[config.mk]
export PLATFORM = sky130hd
export DESIGN_NAME = noc_root_sink
export DESIGN_NICKNAME = d
export VERILOG_FILES = /design/src/rtl/noc_root_sink.sv
export SDC_FILE = /design/constraint.sdc
export NUM_CORES = 1
export LEC_CHECK = 0
export CORE_MARGIN = 4
export CORE_UTILIZATION = 43
export DETAILED_ROUTE_END_ITERATION = 10
export PLACE_DENSITY = 0.74
export RECOVER_POWER = 100
export SYNTH_ARGS = -nofsm -noshare
export SYNTH_HDL_FRONTEND = slang
export SYNTH_SLANG_ARGS = --single-unit
export TNS_END_PERCENT = 50
[constraint.sdc]
create_clock -name clk_r -period 2.2 [get_ports clk_r]
set_clock_uncertainty 0.1 [all_clocks]
set_input_delay 0.66 -clock clk_r [delete_from_list [all_inputs] [get_ports clk_r]]
set_output_delay 0.66 -clock clk_r [all_outputs]
set_load 0.02 [all_outputs]
[src/rtl/noc_root_sink.sv]
`default_nettype none
// ============================================================================
// Module      : noc_root_sink
// Description : Tree-root consumer that buffers enh_mux output in a FWFT FIFO,
//               raises registered busy early and counts dropped words.
// Revision    : 1.0 - initial release
// ============================================================================
module noc_root_sink #(
  parameter int word_width     = 16,
  parameter int val_bit        = 1,
  parameter int log_buffer_len = 3,
  parameter int skid           = 3
) (
  input  logic                           clk_r,
  input  logic                           rst,
  input  logic [word_width-1:0]          in,
  output logic                           busy,
  output logic [word_width-val_bit-1:0]  out_data,
  output logic                           out_valid,
  input  logic                           out_ready,
  output logic [log_buffer_len:0]        count,
  output logic                           overflow,
  output logic [7:0]                     drop_cnt
);

  localparam int                    c_pw    = word_width - val_bit;
  localparam int                    c_depth = 2 ** log_buffer_len;
  localparam logic [log_buffer_len:0] c_full  = (log_buffer_len + 1)'(c_depth);
  localparam logic [log_buffer_len:0] c_thr   = (log_buffer_len + 1)'(c_depth - skid);

  logic [c_pw-1:0]             r_mem [c_depth];
  logic [log_buffer_len-1:0]   r_wr_ptr;
  logic [log_buffer_len-1:0]   r_rd_ptr;
  logic [log_buffer_len:0]     r_count;
  logic                        r_busy;
  logic                        r_overflow;
  logic [7:0]                  r_drop_cnt;

  logic                        w_push_req;
  logic                        w_full;
  logic                        w_pop;
  logic                        w_push_ok;
  logic                        w_drop;
  logic [log_buffer_len:0]     w_count_next;

  assign w_push_req = in[word_width-1];
  assign w_full     = (r_count == c_full);
  assign out_valid  = (r_count != '0);
  assign out_data   = r_mem[r_rd_ptr];
  assign w_pop      = out_valid & out_ready;
  // A full FIFO still accepts a word when the head leaves on the same edge.
  assign w_push_ok  = w_push_req & (~w_full | w_pop);
  assign w_drop     = w_push_req & w_full & ~w_pop;

  always_comb begin
    w_count_next = r_count;
    if (w_push_ok && !w_pop) begin
      w_count_next = r_count + 1'b1;
    end else if (!w_push_ok && w_pop) begin
      w_count_next = r_count - 1'b1;
    end
  end

  always_ff @(posedge clk_r) begin
    if (rst) begin
      for (int i = 0; i < c_depth; i++) begin
        r_mem[i] <= '0;
      end
      r_wr_ptr   <= '0;
      r_rd_ptr   <= '0;
      r_count    <= '0;
      r_busy     <= 1'b0;
      r_overflow <= 1'b0;
      r_drop_cnt <= '0;
    end else begin
      if (w_push_ok) begin
        r_mem[r_wr_ptr] <= in[c_pw-1:0];
        r_wr_ptr        <= r_wr_ptr + 1'b1;
      end
      if (w_pop) begin
        r_rd_ptr <= r_rd_ptr + 1'b1;
      end
      r_count <= w_count_next;
      // Raised early so words already in flight in the mux still find room.
      r_busy  <= (w_count_next >= c_thr);
      if (w_drop) begin
        r_overflow <= 1'b1;
        if (r_drop_cnt != 8'hFF) begin
          r_drop_cnt <= r_drop_cnt + 8'd1;
        end
      end
    end
  end

  assign busy     = r_busy;
  assign count    = r_count;
  assign overflow = r_overflow;
  assign drop_cnt = r_drop_cnt;

endmodule
`default_nettype wire

# Yosys cells after proc, flatten, opt, wreduce, memory -nomap -nowiden
# Memory sizes are Yosys's and may differ from the RTL's. A register that Yosys moved wholly into a read port is not among the register bits.
# Cells that the tools add are included.
# Widths: inputs -> output; s select.
# classes
n_addsub	5
magnitude_cmp	1
eq_ne	2
muxes	12
bitwise_logic	7
reduce_logical	7
# op_table
operator	n
$mux 15	1
$reduce_or 15->1	1
$mux 3	3
$add 8x1->8 const B	1
$mux 4	2
$ne 8x8->1 const B	1
$add 3x1->3 const B	2
$mux 1	6
$add 4x1->4 const B	1
$and 1x1->1	4
$eq 4x4->1 const B	1
$ge 4x3->1 const B	1
$reduce_bool 4->1	1
$sub 4x1->4 const B	1
$logic_and 1x1->1	2
$logic_not 1->1	2
$not 1->1	2
$reduce_and 2->1	1
$or 1x1->1	1
# totals
register_bits	20
mem_bits_rw	120
in_bits	19
output_inout_bits	30
elab_cells	41
mem_count	1
# mem_list
memory	depth	width	rd	rd_ports_with_merged_regs	wr	line_no	rtl
r_mem	8	15	1	1	8	31	logic [c_pw-1:0] r_mem [c_depth];

# Longest topological paths before layout
# Gate-level depths: netlist of run 1.
# depth
depth_word	9
depth_mapped	8
ltp_nobuf	7

# Worst setup path after synthesis of run 1
# No wires, ideal clock.
# synth_timing
path_kind	register -> register
start	reg r_count[0] (netlist: count[0])
end	mem r_mem[7][0] (netlist bit), enable pin
setup_time_ps	331
arrival_time_ps	1870
t_required_ps	1769
setup_slack_ps	-101
path_stages_with_launch	8
path_buffers	0
period_less_slack_ps	2301
cell_sequence	dfxtp_1 -> inv_1 -> ha_1 -> and4bb_4 -> nor2b_4 -> nand2_4 -> nor2_4 -> or2_2
# synth_lines
element	line_no	rtl
start: declaration	34	logic [log_buffer_len:0] r_count;
start signal: assignment	83	r_count <= w_count_next;
end: declaration	31	

==> summary.txt, run 1 <==
Outcome
  • Outcome: finished, violations left
  • Failing checks: negative setup slack

Routing
  • First drt pass iteration count: 5
  • DR DRC count: 0
  • Wirelength, routed: between 10000 and 15000 microns
  • Vias: 3920
  • Vias/cell: 5.25
  • WL per Instance: 19.0 microns
  • Initial DRC count: 269
  • Post-route ant nets: 0

Power and ir drop
  • IR drop worst, VDD: 0.000684 V
  • P per Cell Area: 957 nW/um^2
  • Pleak: 0.00316 uW

Clock network
  • Clk sinks: 143
  • Root buf cell: clkbuf_16
  • CTS tree: yes
  • H-tree depth: 4
  • CTS Buffer Depth: 2
  • Total CTS buffers: 17
  • Worst-path clk slew: 0.06 ns
  • Clk_lat worst skew: ~0.42 ns
  • Post-CTS Hold Buffers: 0

STA
  • Final hold vios: 0
  • Setup WS post-layout: -0.520 ns
  • Fin crit period: 2.72 ns
  • Period utilization: 124%
  • Max frequency: roughly 370 MHz
  • Setup TNS Final: -13.94 ns
  • RSZ-0062 raised after global routing: yes
  • Worst Tran Pin Value: between 0.5 and 0.6 ns
  • Final Slew Violations: 0
  • Minimum hold slack: 0.380 ns
  • Final setup viols: 161
  • Normalized max-slew margin: between 60% and 70%

Floorplan
  • FP Rows: 45
  • Core Footprint: 15100 sq um
  • Initial Utilization: 43.6%
  • Die area: 17400 sq um
  • Die height: 132 microns
  • Ports: 49
  • Chip width: 132 microns

Final layout
  • Layout cell share with drive strength beyond 1: between 20% and 30%
  • Antenna diode count: 0
  • Non-Filler Instances: roughly 750
  • Commonest non-fill, non-tap cell in the layout: edfxtp_1
  • Total area of sequential cells: 4070 sq um
  • Area grow syn2layout: 26.6%
  • Fin nets: 570
  • Commonest non-fill, non-tap cells in the layout: edfxtp_1 (120), and2_1 (118), mux4_2 (30)
  • Multi-input logic area: 2460 sq um
  • Fill count: around 1200
  • Final core utilization: approximately 55%

Placement
  • I/O Buffers: 48
  • Dpl hpwl: 9010 microns
  • Dpl ws: -0.485 ns
  • GPL Wtd Cong: around 0.8
  • Inst Count DP: 710

Critical path
  • Worst path arrival time: around 2 ns
  • CP Class: flop to output port
  • Crit-path max cell delay: 0.48 ns
  • Buf/Inv on CP: 3
  • Endpoint kind of the worst setup timing path: output port
  • CP top delay family: multiplexers
  • Worst path required time: 1.44 ns
  • Critical Path Start Type: flop
  • Critical path depth: 5
  • Most common cell on crit path: buf_12
  • R2R Setup Slk: -0.09 ns
  • Worst r2r path cells: 10
  • Worst setup path endpoint: out_data[5]
  • RR Startpoint: count[1]$_SDFF_PP0_
  • Reg2Reg Capture Point: r_mem[6][7]$_SDFFCE_PN0P_
  • Critical path cell sequence: buf_12 -> buf_12 -> mux4_2 -> mux2_4 -> buf_6
  • Slowest stage cell, crit path: mux4_2
  • Worst-path fanout max: 7

Yosys
  • Synth Instances: 448
  • Syn nets: roughly 470
  • Count of cell types in the netlist: 45
  • Synth Warn #: 0
  • Avg Inst Size Synth: 14.8 sq um
  • Synthesized area: 6610 sq um
  • Sequential area share after synthesis: 61.5%
  • #FFs+latches synth: roughly 140

GRT
  • Largest net degree at the start of global routing: 31
  • Antenna violations before repair: 0
  • Vias in the first global route: 4282
  • Gr ovfl total: 0
  • First-pass GRT wire length: between 20000 and 25000 microns
  • Total Routing Usage GR: 17.3%

Run
  • Max-capacitance violation count: 0

Hold path
  • Hold Path Class: flop to flop
registers in the layout, summed over array words and instances, names as in the netlist, named ones only:
register,flops
r_mem,120
drop_cnt,8
count,4
r_rd_ptr,3
r_wr_ptr,3
busy,1
overflow,1
repair_timing:
action | CTS | global route
gates cloned | 1 | 0
gates resized for setup | 131 | 6
endpoints found under the setup margin | 44 | 130
setup buffers | 3 | 2
pin swaps | 1 | 3
kinds of logic (layout without fill, tap and decap cells):
logic type                 count (synthesis)  count (layout)  share of synthesized area [%]
xor gates and xnor gates                  11              11                           1.46
DFF                                      143             143                           61.5
AOI/OAI and AO/OA                         18              18                           2.06
and+or+nand+nor                          196             196                           18.7
muxes                                     49              49                           13.4
adders and majority gates                  5               5                          0.947
buffers and inverters                     26             137                           1.89
area by class of cell:
class	instances	share of cell area, %
clock inverter	13	1.17
timing repair buffer	102	12.7
sequential	143	48.6
clock buffer	19	5.17
tap	188	2.81
multi-input combinational	279	29.4
inverter	3	0.135
tightest hold or removal path, stage by stage, from the launching register on:
cell     delay [ns]
dfxtp_1        0.31
nand2_1        0.05
a21oi_1        0.07
worst min path at each step:
stage,startpoint,end,slack (ns),cells past startpoint
finish,r_rd_ptr[1]$_SDFFE_PP0N_,flop,0.38,2
CTS,overflow$_SDFFE_PP0P_,overflow$_SDFFE_PP0P_,0.39,2
global route,r_rd_ptr[1]$_SDFFE_PP0N_,flop,0.41,2
global placement,overflow$_SDFFE_PP0P_,overflow$_SDFFE_PP0P_,0.36,2
floorplan,r_rd_ptr[1]$_SDFFE_PP0N_,flop,0.35,2
detailed placement,overflow$_SDFFE_PP0P_,overflow$_SDFFE_PP0P_,0.36,2
layer usage:
metal	share of wire, %	track usage (%)	vias up
met2	51	29.5	132
met3	6.5	4.69	24
met1	41	21.2	1932
met5	0	0	-
met4	1.8	6.30	0
li1	-	-	1832
power by group:
| part | switching [uW] | internal, uW | total (uW) |
|---|---|---|---|
| clock network | 1060 | 1530 | 2590 |
| registers | 91.4 | 3120 | 3210 |
| logic | 979 | 1230 | 2210 |
cells in the mapped netlist:
cell type / number / area [sq um]
mux2i_1: 3 / 30.0
nor3_4: 4 / 65.1
nand3_1: 6 / 30.0
inv_1: 3 / 11.3
clkbuf_1: 7 / 26.3
or3_1: 3 / 18.8
xnor2_1: 7 / 61.3
or2_2: 8 / 50.1
buf_4: 1 / 7.51
a21oi_2: 2 / 17.5
a2bb2oi_1: 1 / 8.76
buf_2: 13 / 65.1
nand4b_1: 2 / 17.5
edfxtp_1: 120 / 3600
mux2_2: 16 / 180
nand2b_1: 1 / 6.26
buf_6: 1 / 11.3
buf_1: 1 / 3.75
o221ai_1: 1 / 8.76
mux4_2: 30 / 676
nor3_1: 5 / 25.0
a2111o_1: 1 / 11.3
nor2_1: 18 / 67.6
or3b_4: 1 / 11.3
and2_4: 1 / 8.76
nor4_1: 1 / 6.26
and2_1: 120 / 751
ha_1: 5 / 62.6
and4bb_4: 1 / 16.3
nor2_4: 4 / 45.0
nor2b_4: 1 / 13.8
and2b_2: 1 / 8.76
a21bo_2: 1 / 10.0
nand4_1: 2 / 12.5
xor2_1: 4 / 35.0
o21ai_1: 1 / 5.00
a21oi_1: 7 / 35.0
a211o_1: 1 / 8.76
o21ai_0: 2 / 10.0
nand3b_1: 1 / 7.51
nand2_1: 14 / 52.6
nand2b_4: 1 / 13.8
o211ai_4: 1 / 21.3
dfxtp_1: 23 / 460
nand2_4: 1 / 11.3
per-stage QoR:
| step | total power [uW] | cell area (sq um) |
|---|---|---|
| after floorplan | 4490 | 6620 |
| after global placement | 5250 | 7770 |
| after detailed placement | 5310 | 7770 |
| after CTS | 8210 | 8470 |
| after global routing | 8360 | 8370 |
| final | 8010 | 8370 |
No activity file was read; power rests on OpenSTA's default activity.
==> run 2, diff against run 1 <==
- CTS_BUF_LIST: unset -> sky130_fd_sc_hd__clkbuf_2 sky130_fd_sc_hd__clkbuf_4 sky130_fd_sc_hd__clkbuf_8
==> run 2 against run 1 <==
The flow still finishes with violations (negative setup slack). Sequential share of layout area is 1.0 points higher. Wire length is 0.11% lower. Flip-flop and latch count is the same. Non-clock buffer count grew 2. Via count decreased by 0.54%. Largest cell class unchanged.
==> summary.txt, run 2 (synthesis results as in run 1) <==
Floorplan
  • Die area: 17400 sq um (unchanged)
  • FP Rows: 45 (unchanged)
  • Die height: 132 microns (unchanged)
  • Ports: 49 (unchanged)
  • Core Footprint: 15100 sq um (unchanged)
  • Initial Utilization: 43.6% (unchanged)
  • Chip width: 132 microns (unchanged)

GRT
  • Vias in the first global route: 4270 (-0.28%)
  • Total Routing Usage GR: 17.2% (-0.081 points)
  • Largest net degree at the start of global routing: 31 (unchanged)
  • First-pass GRT wire length: 22900 microns (-0.51%)
  • Gr ovfl total: 0 (unchanged)
  • Antenna violations before repair: 0 (unchanged)

Power and ir drop
  • Pleak: 0.00309 uW (-1.9%)
  • IR drop worst, VDD: 0.000694 V (+1.4%)
  • Overall power: 7280 uW (-9.1%)
  • P per Cell Area: 888 nW/um^2 (-7.2%)

Final layout
  • Commonest non-fill, non-tap cells in the layout: and2_1 (120), edfxtp_1 (120), mux4_2 (30)
  • Top reg by flops: r_mem
  • Fin nets: 572 (+0.35%)
  • Final Cell Area: 8200 sq um (-2.0%)
  • Area grow syn2layout: 24.0%
  • Layout cell share with drive strength beyond 1: 30.3% (+0.79 points)
  • Antenna diode count: 0 (unchanged)
  • Max reg flops: 120 (unchanged)

Clock network
  • Total CTS buffers: 17 (unchanged)
  • CTS Buffer Depth: 2 (unchanged)
  • Clk_lat worst skew: 0.44 ns (+0.02 ns)
  • H-tree depth: 4 (unchanged)
  • Root buf cell: clkbuf_8
  • CTS tree: yes
  • Post-CTS Hold Buffers: 0 (unchanged)
  • Clk sinks: 143 (unchanged)
  • Worst-path clk slew: 0.08 ns (+0.02 ns)

Critical path
  • R2R Setup Slk: -0.07 ns (+0.02 ns)
  • RR Startpoint: count[1]$_SDFF_PP0_
  • Worst r2r path cells: 10 (unchanged)
  • Worst path required time: 1.44 ns (about the same)
  • Reg2Reg Capture Point: r_mem[6][7]$_SDFFCE_PN0P_
  • Endpoint kind of the worst setup timing path: output port
  • Worst-path fanout max: 7 (unchanged)
  • Worst setup path endpoint: out_data[5]
  • CP Class: flop to output port
  • Critical Path Start Type: flop
  • Worst path arrival time: 1.99 ns (+0.03 ns)

Routing
  • Wirelength, routed: 14200 microns (-0.11%)
  • DR DRC count: 0 (unchanged)
  • First drt pass iteration count: 4 (-1)
  • Vias: 3899 (-0.54%)
  • Post-route ant nets: 0 (unchanged)
  • WL per Instance: 18.9 microns (-0.37%)
  • Initial DRC count: 293 (+8.9%)
  • Vias/cell: 5.21 (-0.80%)

Run
  • Max-capacitance violation count: 0 (unchanged)

STA
  • Final setup viols: 213 (+32%)
  • Worst Tran Pin Value: 0.508 ns (-0.0715 ns)
  • Final hold vios: 0 (unchanged)
  • Setup WS post-layout: -0.551 ns (-0.0312 ns)
  • Normalized max-slew margin: 66.1% (+4.9 points)
  • RSZ-0062 raised after global routing: yes
  • Fin crit period: 2.75 ns (+0.0312 ns)
  • Max frequency: 364 MHz (-1.1%)
  • Final Slew Violations: 0 (unchanged)
  • Period utilization: 125% (+1.4 points)

Outcome
  • Outcome: finished, violations left
  • Failing checks: negative setup slack

Placement
  • I/O Buffers: 48 (unchanged)
  • Post-DP Area: 7770 sq um (unchanged)
  • GPL Wtd Cong: 0.802 (unchanged)
  • Dpl hpwl: 9010 microns (unchanged)

Hold path
  • Hold Path Class: flop to flop
run 2: cell count changes in the layout (fill, tap and decap cells not counted), moves of 3 or more:
cell / delta
clkbuf_16: -17
clkbuf_8: +17
buf_4: +3
clkbuf_1: -3
run 2: critical path, cell delays in order, from the launching register on:
cell	delay (ns)
dfxtp_4	0.42
buf_12	0.15
buf_12	0.10
mux4_2	0.48
mux2_4	0.27
buf_6	0.13
run 2: layout make-up:
type / instances / area [sq um]
Clock buffer: 19 / 249
Clock inverter: 13 / 97.6
Timing Repair Buffer: 104 / 1080
Multi-Input combinational cell: 279 / 2460
Tap cell: 188 / 235
Fill cell: 1226 / 6950
Inverter: 3 / 11.3
Sequential cell: 143 / 4070
run 2: how the worst min path moves through the flow:
stage	cells past startpoint	slack (ns)	endpoint	startpoint
after CTS	2	0.39	flop	r_rd_ptr[1]$_SDFFE_PP0N_
final	2	0.38	overflow$_SDFFE_PP0P_	overflow$_SDFFE_PP0P_
after floorplan	2	0.35	flop	r_rd_ptr[1]$_SDFFE_PP0N_
after global routing	2	0.41	flop	r_rd_ptr[1]$_SDFFE_PP0N_
after global placement	2	0.36	overflow$_SDFFE_PP0P_	overflow$_SDFFE_PP0P_
after detailed placement	2	0.36	overflow$_SDFFE_PP0P_	overflow$_SDFFE_PP0P_
run 2: what timing repair did:
item | in CTS | in global routing
cloned | 1 | 0
resized for setup | 135 | 5
buffers inserted | 4 | 4
pin swaps | 2 | 2
endpoints found under the setup margin | 50 | 165
run 2: layer usage:
| metal | routed length, microns | vias up | part of all wire (%) | track usage, % |
|---|---|---|---|---|
| li1 | - | 1836 | - | - |
| met4 | 223 | 0 | 1.6 | 6.13 |
| met5 | 0 | - | 0 | 0 |
| met3 | 861 | 19 | 6.1 | 4.58 |
| met1 | 5850 | 1922 | 41 | 21.0 |
| met2 | 7220 | 122 | 51 | 29.6 |
run 2: per-stage QoR:
step	setup WS (ns)	hold slack [ns]	TNS, ns	util [%]	std cells
2_1_floorplan	-0.0536	0.354	-2.41	-	448
3_3_place_gp	-0.497	0.357	-89.01	51.3	710
3_5_place_dp	-0.485	0.361	-95.05	51.3	710
4_1_cts	-0.634	0.391	-8.68	54.8	747
5_1_grt	-0.638	0.414	-32.50	54.1	749
6_report	-0.551	0.382	-21.12	54.1	749
run 2: power by group:
group	internal [uW]	switching [uW]
logic	1240	984
registers	3110	91.5
clock network	896	964
==> run 3, diff against run 2 <==
- SLEW_MARGIN: unset -> 5
==> results of run 3 <==
The final DEF is identical to that of run 2; final timing and power are the same.
